### config.mk
export PLATFORM = sky130hd
export DESIGN_NAME = latency_ram_arbiter
export DESIGN_NICKNAME = d
export VERILOG_FILES = /design/src/rtl/latency_ram_arbiter.sv
export SDC_FILE = /design/constraint.sdc
export NUM_CORES = 1
export LEC_CHECK = 0
export CAP_MARGIN = 0
export CELL_PAD_IN_SITES_DETAIL_PLACEMENT = 1
export CELL_PAD_IN_SITES_GLOBAL_PLACEMENT = 1
export CORE_ASPECT_RATIO = 1.2
export CORE_MARGIN = 2
export CORE_UTILIZATION = 31
export CTS_CLUSTER_DIAMETER = 80
export DETAILED_ROUTE_END_ITERATION = 16
export GPL_TIMING_DRIVEN = 0
export PLACE_DENSITY = 0.9
export REMOVE_ABC_BUFFERS = 1
export SETUP_SLACK_MARGIN = 0.15
export SYNTH_ARGS = -nofsm -noshare
export SYNTH_HDL_FRONTEND = slang
export SYNTH_SLANG_ARGS = --single-unit
### constraint.sdc
create_clock -name clk -period 2.5 [get_ports clk]
set_clock_uncertainty 0.2 [all_clocks]
set_input_delay 0.5 -clock clk [delete_from_list [all_inputs] [get_ports clk]]
set_output_delay 0.5 -clock clk [all_outputs]
set_load 0.02 [all_outputs]
### src/rtl/latency_ram_arbiter.sv
// ============================================================================
// latency_ram_arbiter : round-robin share of one multi-cycle RAM slave between
//                       an instruction-fetch port (0) and a data port (1).
// Revision 1.0
// ============================================================================
`default_nettype none

module latency_ram_arbiter #(
    parameter int AW      = 32,
    parameter int DW      = 32,
    parameter int TIMEOUT = 64
) (
    input  logic          clk,
    input  logic          rst_n,
    input  logic          req0,
    input  logic          we0,
    input  logic [AW-1:0] addr0,
    input  logic [DW-1:0] wdata0,
    output logic [DW-1:0] rdata0,
    output logic          done0,
    output logic          err0,
    input  logic          req1,
    input  logic          we1,
    input  logic [AW-1:0] addr1,
    input  logic [DW-1:0] wdata1,
    output logic [DW-1:0] rdata1,
    output logic          done1,
    output logic          err1,
    output logic          mem_en,
    output logic          mem_we,
    output logic [AW-1:0] mem_addr,
    output logic [DW-1:0] mem_wdata,
    input  logic [DW-1:0] mem_rdata,
    input  logic          mem_finish,
    output logic          busy
);

    typedef enum logic [1:0] {
        S_IDLE = 2'd0,
        S_BUSY = 2'd1,
        S_DONE = 2'd2,
        S_GAP  = 2'd3
    } state_t;

    localparam logic [7:0] CNT_LIMIT = 8'(TIMEOUT - 1);

    state_t        state_q;
    logic          last_grant_q;
    logic          grant_q;
    logic [7:0]    cnt_q;
    logic          mem_en_q;
    logic          mem_we_q;
    logic [AW-1:0] mem_addr_q;
    logic [DW-1:0] mem_wdata_q;
    logic [DW-1:0] rdata0_q;
    logic [DW-1:0] rdata1_q;
    logic          done0_q;
    logic          done1_q;
    logic          err0_q;
    logic          err1_q;
    logic          busy_q;
    logic          grant_d;

    // On a tie the port that did not win last time gets the slave.
    assign grant_d = (req0 && req1) ? ~last_grant_q : req1;

    always_ff @(posedge clk or negedge rst_n) begin
        if (!rst_n) begin
            state_q      <= S_IDLE;
            last_grant_q <= 1'b1;
            grant_q      <= 1'b0;
            cnt_q        <= '0;
            mem_en_q     <= 1'b0;
            mem_we_q     <= 1'b0;
            mem_addr_q   <= '0;
            mem_wdata_q  <= '0;
            rdata0_q     <= '0;
            rdata1_q     <= '0;
            done0_q      <= 1'b0;
            done1_q      <= 1'b0;
            err0_q       <= 1'b0;
            err1_q       <= 1'b0;
            busy_q       <= 1'b0;
        end else begin
            done0_q <= 1'b0;
            done1_q <= 1'b0;
            err0_q  <= 1'b0;
            err1_q  <= 1'b0;
            case (state_q)
                S_IDLE: begin
                    if (req0 || req1) begin
                        grant_q     <= grant_d;
                        mem_we_q    <= grant_d ? we1    : we0;
                        mem_addr_q  <= grant_d ? addr1  : addr0;
                        mem_wdata_q <= grant_d ? wdata1 : wdata0;
                        mem_en_q    <= 1'b1;
                        cnt_q       <= '0;
                        busy_q      <= 1'b1;
                        state_q     <= S_BUSY;
                    end
                end
                S_BUSY: begin
                    // A finish on the limit cycle wins over the timeout.
                    if (mem_finish) begin
                        if (grant_q) rdata1_q <= mem_rdata;
                        else         rdata0_q <= mem_rdata;
                        done0_q  <= ~grant_q;
                        done1_q  <= grant_q;
                        mem_en_q <= 1'b0;
                        state_q  <= S_DONE;
                    end else if (cnt_q == CNT_LIMIT) begin
                        done0_q  <= ~grant_q;
                        done1_q  <= grant_q;
                        err0_q   <= ~grant_q;
                        err1_q   <= grant_q;
                        mem_en_q <= 1'b0;
                        state_q  <= S_DONE;
                    end else begin
                        cnt_q <= cnt_q + 8'd1;
                    end
                end
                S_DONE: begin
                    last_grant_q <= grant_q;
                    state_q      <= S_GAP;
                end
                S_GAP: begin
                    busy_q  <= 1'b0;
                    state_q <= S_IDLE;
                end
                default: begin
                    busy_q   <= 1'b0;
                    mem_en_q <= 1'b0;
                    state_q  <= S_IDLE;
                end
            endcase
        end
    end

    assign mem_en    = mem_en_q;
    assign mem_we    = mem_we_q;
    assign mem_addr  = mem_addr_q;
    assign mem_wdata = mem_wdata_q;
    assign rdata0    = rdata0_q;
    assign rdata1    = rdata1_q;
    assign done0     = done0_q;
    assign done1     = done1_q;
    assign err0      = err0_q;
    assign err1      = err1_q;
    assign busy      = busy_q;

endmodule

`default_nettype wire

**Yosys cells after proc, flatten, opt, wreduce, memory -nomap -nowiden**

Index checks and enable logic that the tools add are counted.

- Bits in registers: 147
- Input port bits: 167

- Add/subtract/negate cells: 1
- Equality and inequality tests: 8
- Multiplexer cells: 27
- Bitwise operators: 2
- Reductions and logical operators: 12

Operator list:

| kind | number |
|---|---|
| two-way mux 32 bit | 2 |
| two-way mux 8 bit | 3 |
| one-hot mux 8 bit (2 select lines) | 1 |
| two-way mux 1 bit | 15 |
| AND reduction 3 bit | 3 |
| adder 8 x 1 -> 8 bit (second input constant) | 1 |
| == test 8 x 6 -> 1 bit (second input constant) | 1 |
| one-hot mux 2 bit (4 select lines) | 1 |
| two-way mux 2 bit | 3 |
| inequality test 2 bit (second input constant) | 3 |
| AND reduction 2 bit | 3 |
| == test 2 bit (second input constant) | 2 |
| one-hot mux 1 bit (2 select lines) | 2 |
| AND reduction 4 bit | 1 |
| nonzero test 2 bit | 2 |
| inequality test 3 bit (second input constant) | 1 |
| == test 2 x 1 -> 1 bit (second input constant) | 1 |
| zero test 2 bit | 1 |
| NOT 1 bit | 2 |
| logical AND 1 bit | 1 |
| logical OR 1 bit | 1 |

**Longest topological paths before layout**

Gate-level depths: netlist of the first run.

- Depth after elaboration: 4
- Depth in mapped cells: 8
- Depth with buffers taken out: 6

**Least setup slack after synthesis of the first run**

Ideal clock, no wire load.

- Path kind: register -> register
- From: reg state_q[0]
- To: reg mem_wdata_q[10], in the netlist mem_wdata[10]
- Library setup time: 0.127 ns
- Arrival: 1.666 ns
- Required time: 2.173 ns
- Setup slack: 0.507 ns
- Stages on the path, launching flop included: 8
- Buffers on the path: 2
- Period minus slack after synthesis: 1.993 ns
- Cell sequence: dfrtp_1 inv_1 ha_1 or3b_4 nand2_2 buf_6 clkbuf_2 o21ai_0

- Cells in the longest elaborated chain, start to end: 2

Ends and longest elaborated chain:

| item | RTL line | text |
|---|---|---|
| from (decl) | 47 | `state_t state_q;` |
| from (signal assigned) | 69 | `state_q <= S_IDLE;` |
| from (signal assigned) | 99 | `state_q <= S_BUSY;` |
| from (signal assigned) | 110 | `state_q <= S_DONE;` |
| zero test 2 bit | 89 | `case (state_q)` |
| AND reduction 2 bit (no source line) | - |  |
| to (signal assigned) | 95 | `mem_wdata_q <= grant_d ? wdata1 : wdata0;` |
| to (decl) | 54 | `logic [DW-1:0] mem_wdata_q;` |

No other way between the ends.
A chain may end at the register's enable or synchronous reset.

**Final worst setup path of the first run**

- From: in req1
- To: reg mem_wdata_q[10], in the netlist mem_wdata[10]

- Cells in the longest elaborated chain, start to end: 3
- Elaborated cells between the ends (all ways): 5
- Those cells by class: 2 x mux; 3 x reduce/logical

Ends and longest elaborated chain:

| item | RTL line | text |
|---|---|---|
| from (decl) | 22 | `input logic req1,` |
| logical AND 1 bit | 65 | `assign grant_d = (req0 && req1) ? ~last_grant_q : req1;` |
| two-way mux 1 bit | 65 |  |
| two-way mux 32 bit | 95 |  |

Several ways; a longest one is shown, not always the timed one.

==> impl_metrics.py, run 1 <==
metrics = {
    "floorplan": {
        "die_extent_in_y_microns": 160,
        "floorplan.die_area_sq_um": 21500,
        "initial_utilization_pct": 31.3,
        "core.rowCount": 57,
        "core_ar_sq_um": 20100,
        "io_pins": 302,
        "die-width_microns": 134,
    },
    "sta": {
        "worst_slack_ps": 238,
        "finalCritPeriodShare_pct": 90.5,
        "grt_setup_unrepaired": "false",
        "setup_violations": 0,
        "finalHoldViolations": 0,
        "final_max_tran_viols": 0,
        "achievable-frequency_mhz": 442,
        "final_period_minus_worst_setup_slack_ps": 2260,
        "worst_slew_pin_slew_ps": 571,
        "hold_slack_ps": 277,
        "tightest_slew_margin_relative_to_the_limit_pct": 61.9,
    },
    "cells_and_area": {
        "antenna_cells": 0,
        "stdcell_count": 1096,
        "design.final.nets": 990,
        "area_growth_pct": 65.2,
        "proportion_of_layout_cells_with_a_drive_suffix_above_1_pct": 15.8,
        "num-fill-cells": 2087,
    },
    "placement": {
        "dp_slack_ps": -394,
        "numPlacedInstances": 1050,
        "portBuffers": 301,
        "final_wtd_congestion": 0.793,
        "place_hpwl_microns": 14400,
    },
    "global_routing": {
        "grt_pass1_wl_microns": 31600,
        "grt.overflow.total": 0,
        "pin_count_of_the_biggest_net_entering_global_routing": 95,
        "grt_antenna_before_repair": 0,
        "vias_in_the_first_global_route": 5814,
        "grt.total_usage_pct": 18.9,
    },
    "clock_tree": {
        "clk_latency_ps": 420,
        "cts_root_buf": "clkbuf_16",
        "tritoncts_clock_tree": "yes",
        "clock_buffers_created_by_tritoncts": 17,
        "clk_pin_slew_ps": 60,
        "clock_tree.buffer_depth": 2,
        "clkSinkCount": 147,
        "h-tree-depth": 4,
    },
    "logic_synthesis": {
        "synth.distinct_cells": 41,
        "synth.ff_latch_count": 147,
        "synth_area_sq_um": 6300,
        "synthArstFlopShare_pct": 100,
        "synth_cells": 506,
        "yosys_warnings": 0,
        "synthesis.area_per_instance_sq_um": 12.5,
        "postSynth.topFlopCell": "dfrtp_1",
        "synth_edf_count": 0,
        "seq_area_frac_synth_pct": 58.4,
    },
    "pwr": {
        "ir_drop_mv": 0.558,
        "power-per-cell-area_nw_per_um2": 1270,
        "cellLeakagePower_nw": 4.46,
        "total_power_w": 0.0133,
    },
    "outcome": {
        "status": "complete, no violations",
    },
    "drt": {
        "wl_per_cell_microns": 18.3,
        "routed_wirelength_microns": 20000,
        "ant_nets": 0,
        "drt_pre_antenna_iters": 4,
        "post_drt_via_cell_ratio": 4.76,
        "vias": 5216,
        "drt_iter0_drc": 108,
        "drc": 0,
    },
    "setup_path": {
        "cpPeakStageDelay_ps": 520,
        "path_cells": "clkdlybuf4s50_1, a21boi_4, buf_12, buf_12, buf_12, mux2i_2, o21ai_0",
        "r2r_cells": 6,
        "reg2reg_from": "state_q[0]",
        "regToRegSetupSlack_ps": 290,
        "worst_ep_arrival_time_ps": 2350,
        "timing.critical_path.max_delay_family": "buffers and inverters",
        "slowest_stage": "clkdlybuf4s50_1",
        "worstSetupEndpointType": "register",
        "cpMostUsedCell": "buf_12",
        "rr_endpoint": "mem_addr[4]",
        "timing.setup.critical_path_class": "input pin to register",
        "worst-path-max-fanout": 23,
        "critPathRequiredTime_ps": 2590,
        "cp-start-kind": "input pin",
        "worstPathBufferInverterCount": 4,
    },
    "min_path": {
        "worstHoldPathCells": 2,
        "hold_path_startpoint": "mem_wdata[10]",
        "hold_path.class": "register to register",
        "hold_path_end": "mem_wdata[10]",
    },
    "job": {
        "timing.max_cap.violations": 0,
    },
}
synthesized netlist by cell type, types with 2 or more instances:
cell	number	area share, %
nor2_1	4	0.24
nand3_1	6	0.48
clkbuf_2	6	0.48
nand4_1	2	0.20
a31oi_1	2	0.20
nor2b_1	2	0.20
or4_1	2	0.24
buf_6	8	1.4
buf_2	14	1.1
nand2_1	71	4.2
a31o_2	2	0.28
inv_1	2	0.12
a21oi_1	7	0.56
and3_1	2	0.20
mux2i_1	65	10
a22o_1	2	0.28
dfrtp_1	146	58
o31ai_1	2	0.24
o21ai_0	68	5.4
mux2_2	65	12
ha_1	5	0.99
o211ai_1	4	0.48
registers in the layout, indices dropped and copies added (netlist names):
signal        count
cnt_q             8
done1             1
mem_we            1
state_q           2
mem_addr         32
busy              1
rdata0           32
err0              1
rdata1           32
last_grant_q      1
mem_en            1
grant_q           1
mem_wdata        32
done0             1
err1              1
kinds of logic (layout without fill, tap and decap cells):
family                   after synthesis  after routing  share of synthesized area (%)
AO/OA/AOI/OAI                         93             93                           8.30
flip-flops                           147            147                           58.4
buffers and inverters                 31            355                           3.26
adder cells (fa/ha/maj)                5              5                          0.992
multiplexers                         130            130                           21.9
AND/OR/NAND/NOR                      100            101                           7.15
placed cells by master (no fill, tap or decap), drive strengths merged, types with 2 or more instances in the layout:
| cell type | netlist | final |
|---|---|---|
| buf | 23 | 19 |
| nor2 | 4 | 4 |
| clkdlybuf4s50 | 0 | 300 |
| a22o | 2 | 2 |
| a21oi | 7 | 7 |
| bufinv | 0 | 2 |
| mux2 | 65 | 65 |
| inv | 2 | 11 |
| ha | 5 | 5 |
| nand2 | 72 | 73 |
| and3 | 2 | 2 |
| nand4 | 2 | 2 |
| clkinvlp | 0 | 3 |
| o31ai | 2 | 2 |
| a31oi | 2 | 2 |
| a31o | 2 | 2 |
| nand3 | 6 | 6 |
| o211ai | 5 | 5 |
| o21ai | 69 | 69 |
| or3b | 2 | 2 |
| dfrtp | 146 | 146 |
| or4 | 2 | 2 |
| clkbuf | 6 | 18 |
| mux2i | 65 | 65 |
| nor2b | 2 | 2 |
final cells by class:
cell class	instances	area, sq um	share of cell area [%]
multi-input cells	329	2480	23.8
well taps	265	332	3.18
inverters	2	7.51	0.0721
repair buffers	321	3300	31.7
clock buffers	17	425	4.09
flip-flops and latches	147	3680	35.3
clock inverters	15	185	1.78
worst max-delay path by stage:
stage                           from       endpoint  slack [ps]  cells after the start
after floorplan                 req1    mem_addr[0]       -3330                      3
after global placement          req1  mem_wdata[10]       -6120                      4
after detailed placement        req1  mem_wdata[10]        -390                      7
after CTS                 state_q[0]   mem_addr[15]         190                      6
after global routing            req1   mem_addr[15]         150                      7
final                           req1  mem_wdata[10]         240                      7
through the flow:
step                instance area (sq um)  TNS (ps)  util, %
floorplan                            6110   -219770        -
global placement                     9450  -1187250     47.0
detailed placement                   9620    -18140     47.8
CTS                                 10300         0     51.5
global route                        10400         0     51.8
finish                              10400         0     51.8
metal layers:
layer / global-route usage, % / vias up / part of all wire (%)
met2: 33.5 / 243 / 53
met3: 6.63 / 27 / 8.1
met4: 6.12 / 0 / 1.9
met5: 0 / - / 0
li1: - / 2414 / -
met1: 21.1 / 2532 / 37
tightest hold or removal path, cell delays in order (launching register included):
cell and delay, ps:
dfrtp_1 340, nand2_1 50, o21ai_0 60
power by group:
group          switching (W)  internal [W]  leakage (nW)  total, W
clock                0.00113       0.00152         0.290   0.00264
combinational        0.00331       0.00319          2.36   0.00650
sequential          0.000610       0.00351          1.81   0.00412
total                0.00504       0.00822          4.46    0.0133
repair_timing:
item | 4_1_cts | 5_1_grt
resized for setup | 4 | 3
endpoints found under the hold margin | 52 | 0
setup endpoints to repair | 83 | 31
setup buffers | 6 | 4
pin swaps | 2 | 0
gates cloned | 2 | 1
hold buffers | 1 | 0
No activity file was read; power rests on OpenSTA's default activity.
==> run 2, diff against run 1 <==
Settings changed: SLEW_MARGIN set to 20.
==> run 2 against run 1 <==
Net effect: critical path depth up 1; worst setup slack worse by 66 ps; non-clock buffer count stayed put; global-route usage about the same; final area increased by 0.70%; critical path type unchanged.
==> impl_metrics.py, run 2 (synthesis results as in run 1) <==
metrics = {
    "placement": {
        "post_dp_cell_area_sq_um": 9670,
        "place_hpwl_microns": 14400,
        "final_wtd_congestion": 0.793,
        "numPlacedInstances": 1051,
        "portBuffers": 301,
    },
    "cells_and_area": {
        "num-fill-cells": 2064,
        "area_growth_pct": 66.4,
        "stdcell_count": 1098,
        "postLayoutCoreUtil_pct": 52.1,
        "mostFrequentLayoutCell": "clkdlybuf4s50_1",
        "mostFrequentLayoutCells": "clkdlybuf4s50_1 (300), dfrtp_1 (146), nand2_1 (71), o21ai_0 (68)",
        "design.final.nets": 992,
        "proportion_of_layout_cells_with_a_drive_suffix_above_1_pct": 15.7,
        "fin_area_sq_um": 10500,
        "antenna_cells": 0,
    },
    "setup_path": {
        "worstSetupEndpointType": "register",
        "rr_endpoint": "cnt_q[5]",
        "worst-path-max-fanout": 18,
        "cpMostUsedCell": "buf_16",
        "slowest_stage": "clkdlybuf4s50_1",
        "critPathRequiredTime_ps": 2580,
        "r2r_cells": 6,
        "worstPathBufferInverterCount": 5,
        "path_cells": "clkdlybuf4s50_1, a21boi_4, buf_16, buf_16, buf_16, buf_16, mux2i_1, o21ai_0",
        "cpPeakStageDelay_ps": 540,
        "timing.setup.critical_path_class": "input pin to register",
        "timing.critical_path.max_delay_family": "buffers and inverters",
        "reg2reg_from": "state_q[0]",
        "worst_ep_arrival_time_ps": 2410,
        "regToRegSetupSlack_ps": 320,
        "cp-start-kind": "input pin",
    },
    "drt": {
        "wl_per_cell_microns": 18.5,
        "vias": 5260,
        "drt_pre_antenna_iters": 4,
        "routed_wirelength_microns": 20300,
        "drc": 0,
        "post_drt_via_cell_ratio": 4.79,
        "drt_iter0_drc": 114,
        "ant_nets": 0,
    },
    "sta": {
        "finalHoldViolations": 0,
        "final.setup.tns_ps": 0,
        "achievable-frequency_mhz": 430,
        "worst_slew_pin_slew_ps": 624,
        "tightest_slew_margin_relative_to_the_limit_pct": 58.3,
        "finalCritPeriodShare_pct": 93.1,
        "final_max_tran_viols": 0,
        "grt_setup_unrepaired": "false",
        "final_period_minus_worst_setup_slack_ps": 2330,
        "setup_violations": 0,
        "hold_slack_ps": 276,
    },
    "pwr": {
        "ir_drop_mv": 0.556,
        "cellLeakagePower_nw": 4.49,
        "power-per-cell-area_nw_per_um2": 1280,
    },
    "global_routing": {
        "grt.overflow.total": 0,
        "grt.total_usage_pct": 18.9,
        "pin_count_of_the_biggest_net_entering_global_routing": 95,
        "grt_pass1_wl_microns": 31700,
        "grt_antenna_before_repair": 0,
        "vias_in_the_first_global_route": 5774,
    },
    "clock_tree": {
        "cts_root_buf": "clkbuf_16",
        "tritoncts_clock_tree": "yes",
        "h-tree-depth": 4,
        "clock_tree.buffer_depth": 2,
        "clock_buffers_created_by_tritoncts": 17,
        "clk_pin_slew_ps": 70,
        "clkSinkCount": 147,
        "clk_latency_ps": 410,
    },
    "min_path": {
        "hold_path.class": "register to register",
        "worstHoldPathCells": 2,
        "hold_path_startpoint": "mem_addr[22]",
        "hold_path_end": "mem_addr[22]",
    },
    "job": {
        "timing.max_cap.violations": 0,
    },
    "floorplan": {
        "io_pins": 302,
        "initial_utilization_pct": 31.3,
        "floorplan.die_area_sq_um": 21500,
        "die_extent_in_y_microns": 160,
        "core_ar_sq_um": 20100,
        "core.rowCount": 57,
        "die-width_microns": 134,
    },
    "outcome": {
        "status": "complete, no violations",
    },
}
run 2: worst min-delay path, stage by stage, from the launching register on:
cell and delay [ps]:
dfrtp_1 340, nand2_1 40, o21ai_0 60
run 2: timing repair:
| action | 4_1_cts | 5_1_grt |
|---|---|---|
| resized for setup | 4 | 2 |
| endpoints found under the hold margin | 52 | 0 |
| pin swaps | 2 | 2 |
| endpoints found under the setup margin | 91 | 67 |
| hold buffers | 1 | 0 |
| buffers inserted | 6 | 5 |
| cloned | 2 | 1 |
run 2: layout make-up:
type / count / area [sq um] / area share (%)
Multi-Input combinational cell: 331 / 2520 / 24.1
Timing Repair Buffer: 321 / 3300 / 31.5
Inverter: 2 / 7.51 / 0.0716
Clock inverter: 15 / 215 / 2.05
Sequential cell: 147 / 3680 / 35.1
Tap cell: 265 / 332 / 3.16
Clock buffer: 17 / 425 / 4.06
run 2: how the worst max path moves through the flow:
stage,startpoint,to,slack (ps),cells after the start
floorplan,req1,mem_addr[0],-3330,3
global placement,req1,mem_wdata[10],-6120,4
detailed placement,req1,mem_addr[18],-400,8
CTS,state_q[0],mem_wdata[20],180,5
global route,req1,mem_addr[8],130,8
finish,req1,mem_addr[18],170,8
run 2: metrics by stage:
step	worst slack, ps	total power (W)
2_1_floorplan	-3330	0.00719
3_3_place_gp	-6120	0.0102
3_5_place_dp	-402	0.0104
4_1_cts	182	0.0134
5_1_grt	126	0.0142
6_report	173	0.0134
run 2: routing by layer:
layer | wire (microns) | up-vias | global-route usage (%)
met5 | 0 | - | 0
met4 | 241 | 0 | 4.78
met3 | 1510 | 14 | 6.41
met2 | 10500 | 225 | 33.7
met1 | 8040 | 2591 | 21.6
li1 | - | 2430 | -
run 2: where the power goes:
group	switching [W]	leakage, nW	internal (W)
logic	0.00338	2.38	0.00315
registers	0.000606	1.81	0.00351
clock network	0.00112	0.307	0.00163
total	0.00511	4.49	0.00828
